$ cat config.mk
export PLATFORM = sky130hd
export DESIGN_NAME = barcodescanner_nios_altmemddr_0_ex_pattern_sched
export DESIGN_NICKNAME = d
export VERILOG_FILES = /design/src/rtl/barcodescanner_nios_altmemddr_0_ex_pattern_sched_pkg.sv /design/src/rtl/barcodescanner_nios_altmemddr_0_ex_lfsr8.sv /design/src/rtl/barcodescanner_nios_altmemddr_0_ex_pattern_sched.sv
export SDC_FILE = /design/constraint.sdc
export NUM_CORES = 1
export LEC_CHECK = 0
export ABC_AREA = 1
export ABC_CLOCK_PERIOD_IN_PS = 2700
export CAP_MARGIN = 15
export CORE_UTILIZATION = 30
export CTS_CLUSTER_SIZE = 14
export DETAILED_ROUTE_END_ITERATION = 8
export PLACE_DENSITY = 0.56
export SYNTH_ARGS = -nofsm -noshare
export SYNTH_HDL_FRONTEND = slang
export SYNTH_HIERARCHICAL = 1
export SYNTH_SLANG_ARGS = --single-unit
$ cat constraint.sdc
create_clock -name clk -period 2.7 [get_ports clk]
set_clock_uncertainty 0.1 [all_clocks]
set_input_delay 0.54 -clock clk [delete_from_list [all_inputs] [get_ports clk]]
set_output_delay 0.54 -clock clk [all_outputs]
set_load 0.05 [all_outputs]
$ cat src/rtl/barcodescanner_nios_altmemddr_0_ex_pattern_sched_pkg.sv
// Shared types and widths for the memory-test pattern scheduler.
package barcodescanner_nios_altmemddr_0_ex_pattern_sched_pkg;

    localparam int LFSR_W = 8;
    localparam int ERR_W  = 8;

    typedef enum logic [2:0] {
        S_IDLE   = 3'd0,
        S_WRITE  = 3'd1,
        S_RESEED = 3'd2,
        S_READ   = 3'd3,
        S_FINISH = 3'd4
    } state_t;

    function automatic logic [ERR_W-1:0] sat_inc(input logic [ERR_W-1:0] v);
        return (v == '1) ? v : v + 1'b1;
    endfunction

endpackage

$ cat src/rtl/barcodescanner_nios_altmemddr_0_ex_lfsr8.sv
// 8-bit pattern LFSR: enable low reseeds, load takes ldata, pause holds.
module barcodescanner_nios_altmemddr_0_ex_lfsr8
    import barcodescanner_nios_altmemddr_0_ex_pattern_sched_pkg::*;
#(
    parameter logic [LFSR_W-1:0] SEED = 8'd32
) (
    input  logic              clk,
    input  logic              reset_n,
    input  logic              enable,
    input  logic              pause,
    input  logic              load,
    input  logic [LFSR_W-1:0] ldata,
    output logic [LFSR_W-1:0] data
);

    logic [LFSR_W-1:0] data_q;

    // Rotate left, with the outgoing bit 7 also folded into bits 2, 3 and 4.
    always_ff @(posedge clk or negedge reset_n) begin
        if (!reset_n)
            data_q <= SEED;
        else if (!enable)
            data_q <= SEED;
        else if (load)
            data_q <= ldata;
        else if (!pause)
            data_q <= {data_q[6:0], data_q[7]}
                    ^ {3'b000, data_q[7], data_q[7], data_q[7], 2'b00};
    end

    assign data = data_q;

endmodule

$ cat src/rtl/barcodescanner_nios_altmemddr_0_ex_pattern_sched.sv
// Write NUM_WORDS LFSR words, replay the sequence on readback, count mismatches.
module barcodescanner_nios_altmemddr_0_ex_pattern_sched
    import barcodescanner_nios_altmemddr_0_ex_pattern_sched_pkg::*;
#(
    parameter int SEED      = 32,
    parameter int NUM_WORDS = 16
) (
    input  logic              clk,
    input  logic              reset_n,
    input  logic              start,
    output logic              busy,
    output logic              done,
    output logic              pass,
    output logic              wr_req,
    input  logic              wr_ack,
    output logic [LFSR_W-1:0] wr_data,
    input  logic              rd_valid,
    input  logic [LFSR_W-1:0] rd_data,
    output logic [ERR_W-1:0]  err_count
);

    localparam logic [LFSR_W-1:0] SEED8 = SEED[LFSR_W-1:0];
    localparam logic [7:0]        LAST  = 8'(NUM_WORDS - 1);

    state_t            state_q, state_d;
    logic [7:0]        cnt_q, cnt_d;
    logic [ERR_W-1:0]  err_q, err_d;
    logic              pass_q, pass_d;
    logic              lfsr_en, lfsr_pause;
    logic [LFSR_W-1:0] lfsr_val;

    barcodescanner_nios_altmemddr_0_ex_lfsr8 #(.SEED(SEED8)) u_lfsr (
        .clk     (clk),
        .reset_n (reset_n),
        .enable  (lfsr_en),
        .pause   (lfsr_pause),
        .load    (1'b0),
        .ldata   ('0),
        .data    (lfsr_val)
    );

    always_ff @(posedge clk or negedge reset_n) begin
        if (!reset_n) begin
            state_q <= S_IDLE;
            cnt_q   <= '0;
            err_q   <= '0;
            pass_q  <= 1'b0;
        end else begin
            state_q <= state_d;
            cnt_q   <= cnt_d;
            err_q   <= err_d;
            pass_q  <= pass_d;
        end
    end

    always_comb begin
        state_d    = state_q;
        cnt_d      = cnt_q;
        err_d      = err_q;
        pass_d     = pass_q;
        lfsr_en    = 1'b1;
        lfsr_pause = 1'b1;
        case (state_q)
            S_IDLE: begin
                // Holding enable low keeps the LFSR parked at SEED between runs.
                lfsr_en = 1'b0;
                if (start) begin
                    state_d = S_WRITE;
                    cnt_d   = '0;
                    err_d   = '0;
                    pass_d  = 1'b0;
                end
            end
            S_WRITE: begin
                if (wr_ack) begin
                    lfsr_pause = 1'b0;
                    cnt_d      = cnt_q + 8'd1;
                    if (cnt_q == LAST) begin
                        state_d = S_RESEED;
                        cnt_d   = '0;
                    end
                end
            end
            S_RESEED: begin
                lfsr_en = 1'b0;
                state_d = S_READ;
                cnt_d   = '0;
            end
            S_READ: begin
                if (rd_valid) begin
                    lfsr_pause = 1'b0;
                    cnt_d      = cnt_q + 8'd1;
                    if (rd_data != lfsr_val)
                        err_d = sat_inc(err_q);
                    // Verdict includes the final beat so pass is valid alongside done.
                    if (cnt_q == LAST) begin
                        state_d = S_FINISH;
                        cnt_d   = '0;
                        pass_d  = (err_d == '0);
                    end
                end
            end
            S_FINISH: state_d = S_IDLE;
            default:  state_d = S_IDLE;
        endcase
    end

    assign busy      = (state_q != S_IDLE);
    assign done      = (state_q == S_FINISH);
    assign wr_req    = (state_q == S_WRITE);
    assign wr_data   = lfsr_val;
    assign pass      = pass_q;
    assign err_count = err_q;

endmodule
## Word level (Yosys, flattened, before mapping)

Index checks and enable logic that the tools add are counted.
Widths: inputs -> output; s select.

- Flip-flop bits (word level): 28
- Bits in latches: 0
- RAM bits: 0
- Bits in read-only memories: 0
- Bits of input ports: 13
- Output and inout bits: 20
- Word-level logic and storage cells: 57
- Memories: 0

- Add/sub/neg operators: 2
- Multipliers: 0
- Div/mod/pow operators: 0
- $lt $le $gt $ge: 0
- Eq/ne operators: 13
- Shift operators: 0
- Multiplexer cells: 26
- Bitwise logic cells: 1
- Reductions and logical operators: 10

Operators by type and width:

| operator | count |
|---|---|
| $mux 8 | 11 |
| $pmux 8 s4 | 1 |
| $add 8x1->8 const B | 2 |
| $pmux 8 s2 | 1 |
| $mux 3 | 5 |
| $pmux 3 s4 | 1 |
| $eq 8x4->1 const B | 1 |
| $eq 8x8->1 const B | 1 |
| $logic_not 8->1 | 1 |
| $ne 2x2->1 const B | 4 |
| $ne 8x8->1 | 1 |
| $reduce_and 4->1 | 2 |
| $xor 8x5->8 | 1 |
| $eq 3x2->1 const B | 2 |
| $mux 1 | 5 |
| $reduce_and 5->1 | 1 |
| $ne 2x1->1 const B | 2 |
| $pmux 1 s2 | 2 |
| $reduce_bool 4->1 | 1 |
| $eq 3x1->1 const B | 1 |
| $eq 3x3->1 const B | 1 |
| $logic_not 3->1 | 1 |
| $reduce_and 3->1 | 1 |
| $reduce_bool 3->1 | 1 |
| 2 further kinds | 2 |

## Depth between registers and ports, before layout

Gate-level depths: netlist of the first run.

- Depth after elaboration: 9
- Gate-level depth with buffers: 14
- Gate-level depth less buffers: 13

## By module

The synthesis of the first run kept the hierarchy.

By module, submodules not included:

| module | instances | cells an instance | area each (um^2) | seq. area each (um^2) |
|---|---|---|---|---|
| barcodescanner_nios_altmemddr_0_ex_pattern_sched | 1 | 230 | 1520.2 | 500.5 |
| barcodescanner_nios_altmemddr_0_ex_lfsr8 | 1 | 62 | 473.0 | 201.4 |

## Worst setup path after synthesis of the first run

OpenSTA, ideal clock, no wires.

- Kind: reg-to-output
- From: register state_q[2]
- To: output port done
- Arrival time: 1.495 ns
- Data required time: 2.060 ns
- Path slack: 0.565 ns
- Stages on the path, launching flop included: 3
- Buffers on the path: 0
- Path through: dfrtp_1 > inv_2 > nor3_1

- Cells in the longest elaborated chain, start to end: 1

Ends and longest elaborated chain:

| element | RTL line | RTL |
|---|---|---|
| from (decl) | barcodescanner_nios_altmemddr_0_ex_pattern_sched.sv:25 | `state_t state_q, state_d;` |
| from (signal assigned) | barcodescanner_nios_altmemddr_0_ex_pattern_sched.sv:49 | `state_q <= state_d;` |
| $eq 3x3->1 | barcodescanner_nios_altmemddr_0_ex_pattern_sched.sv:109 | `assign done = (state_q == S_FINISH);` |
| to (decl) | barcodescanner_nios_altmemddr_0_ex_pattern_sched.sv:12 | `output logic done,` |

Every way passes these cells.

## Final worst setup path of the first run

- From: register state_q[2]
- To: output port busy

- Cells in the longest elaborated chain, start to end: 1

Ends and longest elaborated chain:

| element | RTL line | RTL |
|---|---|---|
| $reduce_bool 3->1 | barcodescanner_nios_altmemddr_0_ex_pattern_sched.sv:108 | `assign busy = (state_q != S_IDLE);` |
| to (decl) | barcodescanner_nios_altmemddr_0_ex_pattern_sched.sv:11 | `output logic busy,` |

Every way passes these cells.

==> flow_summary.json, run 1 <==
{
  "ys_seq_area_share_pct": 35.2,
  "final_cell_count_no_fill": 412,
  "final_hold_viol_count": 0,
  "rsz0062_at_grt": "false",
  "clock-sinks": 28,
  "clk_path_buf_depth": 2,
  "synth_edf_count": 0,
  "antenna_cells": 0,
  "drive_gt1_share_pct": 7.76,
  "antenna_found_initial": 0,
  "internal_power_uw": 1220,
  "clock-root-buffer": "clkbuf_8",
  "dp_hpwl_um": 3610,
  "cts_hold_buffers": 0,
  "grt_pass1_wl_um": 8160,
  "setup_tns_ps": 0,
  "overflow": 0,
  "worstPathRequired_ps": 2060,
  "crit_family": "buffers and inverters",
  "dp_slack_ps": 325,
  "grt_usage_pct": 14.2,
  "htreeDepth": 1,
  "initial_utilization_pct": 31.2,
  "synthCells": 292,
  "gp_congestion": 0.799,
  "swShare_pct": 53.3,
  "synth_seq_cells": 28,
  "cpMaxStageDelayCell": "clkdlybuf4s50_1",
  "cp_cell_sequence": "inv_2 -> nand2_2 -> nor2_2 -> inv_1 -> clkdlybuf4s50_1",
  "postSynth.asyncResetShare_pct": 100,
  "arrival_ps": 1920,
  "synth_area_per_cell_um2": 6.83,
  "dp_cells": 408,
  "setup_viol": 0,
  "synth_top_area_cell": "dfrtp_1",
  "rows": 29,
  "wl_per_cell_um": 11.4,
  "routed_wl_um": 4700,
  "multiInputGateArea_mm2": 0.00111,
  "min_period_ps": 2560,
  "fill_cells": 713,
  "num_vias": 1851,
  "dieArea_mm2": 0.00697,
  "tritoncts": "built",
  "clk_pin_slew_ps": 100,
  "drcViolationCount": 0,
  "grt_pass1_vias": 1775,
  "clk_latency_ps": 270,
  "worst_setup_path_start_kind": "flop",
  "hold_class": "reg -> reg",
  "power_density_mw_per_mm2": 1050,
  "yosys-top-cells-count": "89 x nand2_1, 47 x inv_1, 29 x nand3_1",
  "areaGrowthSynthToFinish_pct": 24.7,
  "power_switching_uw": 1400,
  "max_stage_delay_ps": 700,
  "io_buffer_count": 32,
  "first_pass_iters": 5,
  "fp.dieH_um": 83.5,
  "power_frac_seq_pct": 28.8,
  "drtIter0Drc": 103,
  "ant_nets": 0,
  "finalCritPeriodShare_pct": 94.8,
  "clock_power_share_pct": 10.2,
  "synth_top_cell_area_share_pct": 33.9,
  "final_nets": 351,
  "p_comb_share_pct": 61.0,
  "ys_types": 33,
  "crit_buf_inv": 3,
  "status": "finished clean",
  "tightest_slew_ps": 502,
  "design.portCount": 33,
  "yosysMostFrequentCell": "nand2_1",
  "die_w_um": 83.5,
  "critical_path_class": "reg -> out",
  "finalMaxSlewViolations": 0,
  "relSlewSlack_pct": 66.4,
  "endpoint_kind": "output port",
  "max_freq_mhz": 391,
  "fin_ws_ps": 142,
  "leakage_uw": 0.00119,
  "irDropWorstVdd_v": 0.000508,
  "yosys_warnings": 6,
  "cts_buffers": 3,
  "core_area_mm2": 0.00639,
  "synthTopCellsByArea": "dfrtp_1 34%, nand2_1 17%, inv_1 8.9%",
  "area.sequential_um2": 702,
  "worstPathMaxFanout": 5,
  "syn_area_mm2": 0.00199,
  "via_per_inst": 4.49,
  "synth_flop_cell": "dfrtp_1",
  "grt_max_degree": 29,
  "max_cap_violations": 0
}
power groups by stage:
stage	registers (uW)	clock network, uW	logic (uW)
3_5_place_dp	766	0	1610
6_report	756	266	1600
4_1_cts	758	281	1610
5_1_grt	786	299	1770
2_1_floorplan	1080	0	824
3_3_place_gp	767	0	1600
through the flow:
step | utilization (%) | cell area [um2] | hold slack (ps) | total power, uW
5_1_grt | 38.9 | 2480 | 492 | 2860
3_3_place_gp | 38.1 | 2430 | 428 | 2370
4_1_cts | 38.9 | 2480 | 457 | 2650
2_1_floorplan | - | 2020 | 144 | 1900
6_report | 38.9 | 2480 | 450 | 2620
3_5_place_dp | 38.1 | 2430 | 438 | 2380
worst paths after layout:
kind	start	slack (ps)	to	cells after the start
min	cnt_q[5]$_DFFE_PN0P_	450	cnt_q[5]$_DFFE_PN0P_	3
max in group asynchronous	reset_n	1640	u_lfsr/data[5]$_DFFE_PN1P_	2
max reg2reg	cnt_q[0]$_DFFE_PN0P_	780	cnt_q[6]$_DFFE_PN0P_	6
min in group asynchronous	reset_n	540	u_lfsr/data[6]$_DFFE_PN0P_	2
min reg2reg	cnt_q[5]$_DFFE_PN0P_	450	cnt_q[5]$_DFFE_PN0P_	3
max	state_q[2]$_DFFE_PN0P_	140	busy	5
worst reg2reg max path, stage by stage, from the launching register on:
cell,delay [ps]
dfrtp_1,370
ha_1,250
nand3_1,130
nor2_1,280
nor2_1,110
nor3_2,440
nor3_1,120
cell usage in the layout, fill, tap and decap left out, types with 2 or more instances in the layout:
master	instances
nand2_1	89
o21ai_0	23
xnor2_1	4
ha_1	2
nor3_2	2
a21oi_1	4
o22ai_1	2
nand2_2	2
xor2_1	3
nand2_4	4
nor2_4	3
or2_0	3
o21ai_1	5
nand3_1	29
clkbuf_8	4
nand3_4	2
inv_1	47
conb_1	9
nor2_1	20
dfrtp_1	27
nor2_2	3
clkdlybuf4s50_1	31
nor3_1	5
routing by layer:
layer	global-route usage (%)	routed length, um
met3	1.98	170
met1	20.0	2410
met5	0	0
met4	2.77	15
met2	23.2	2100
layout make-up:
cell class	count	area share (%)
flip-flops and latches	28	28.2
clock buffers	4	2.22
well taps	77	3.88
repair buffers	33	13.1
multi-input cells	220	44.7
inverters	50	7.85
timing repair:
| action | in CTS | in global routing |
|---|---|---|
| resized for setup | 1 | 0 |
| setup buffers | 0 | 0 |
| setup endpoints to repair | 1 | 0 |
| endpoints found under the hold margin | 0 | 0 |
sequential cells by signal (all words and copies together) (netlist names):
signal / flops
pass: 1
state_q: 3
err_count: 8
cnt_q: 8
u_lfsr/data: 8
cells by family (layout without fill, tap and decap cells):
group / after synthesis / count (layout) / synth area share, %
fa+ha+maj: 2 / 2 / 1.26
compound gates: 37 / 37 / 10.4
flops: 28 / 28 / 35.2
simple gates: 165 / 165 / 39.3
buf+inv: 52 / 87 / 10.6
xor+xnor: 7 / 7 / 3.08
other cells: 1 / 9 / 0.188
No activity file was read; power rests on OpenSTA's default activity.
==> run 2, diff against run 1 <==
CTS_CLUSTER_DIAMETER = 150   (was not set)
==> results of run 2 <==
Same layout as run 1: the final DEF is identical, and so are final timing and power.
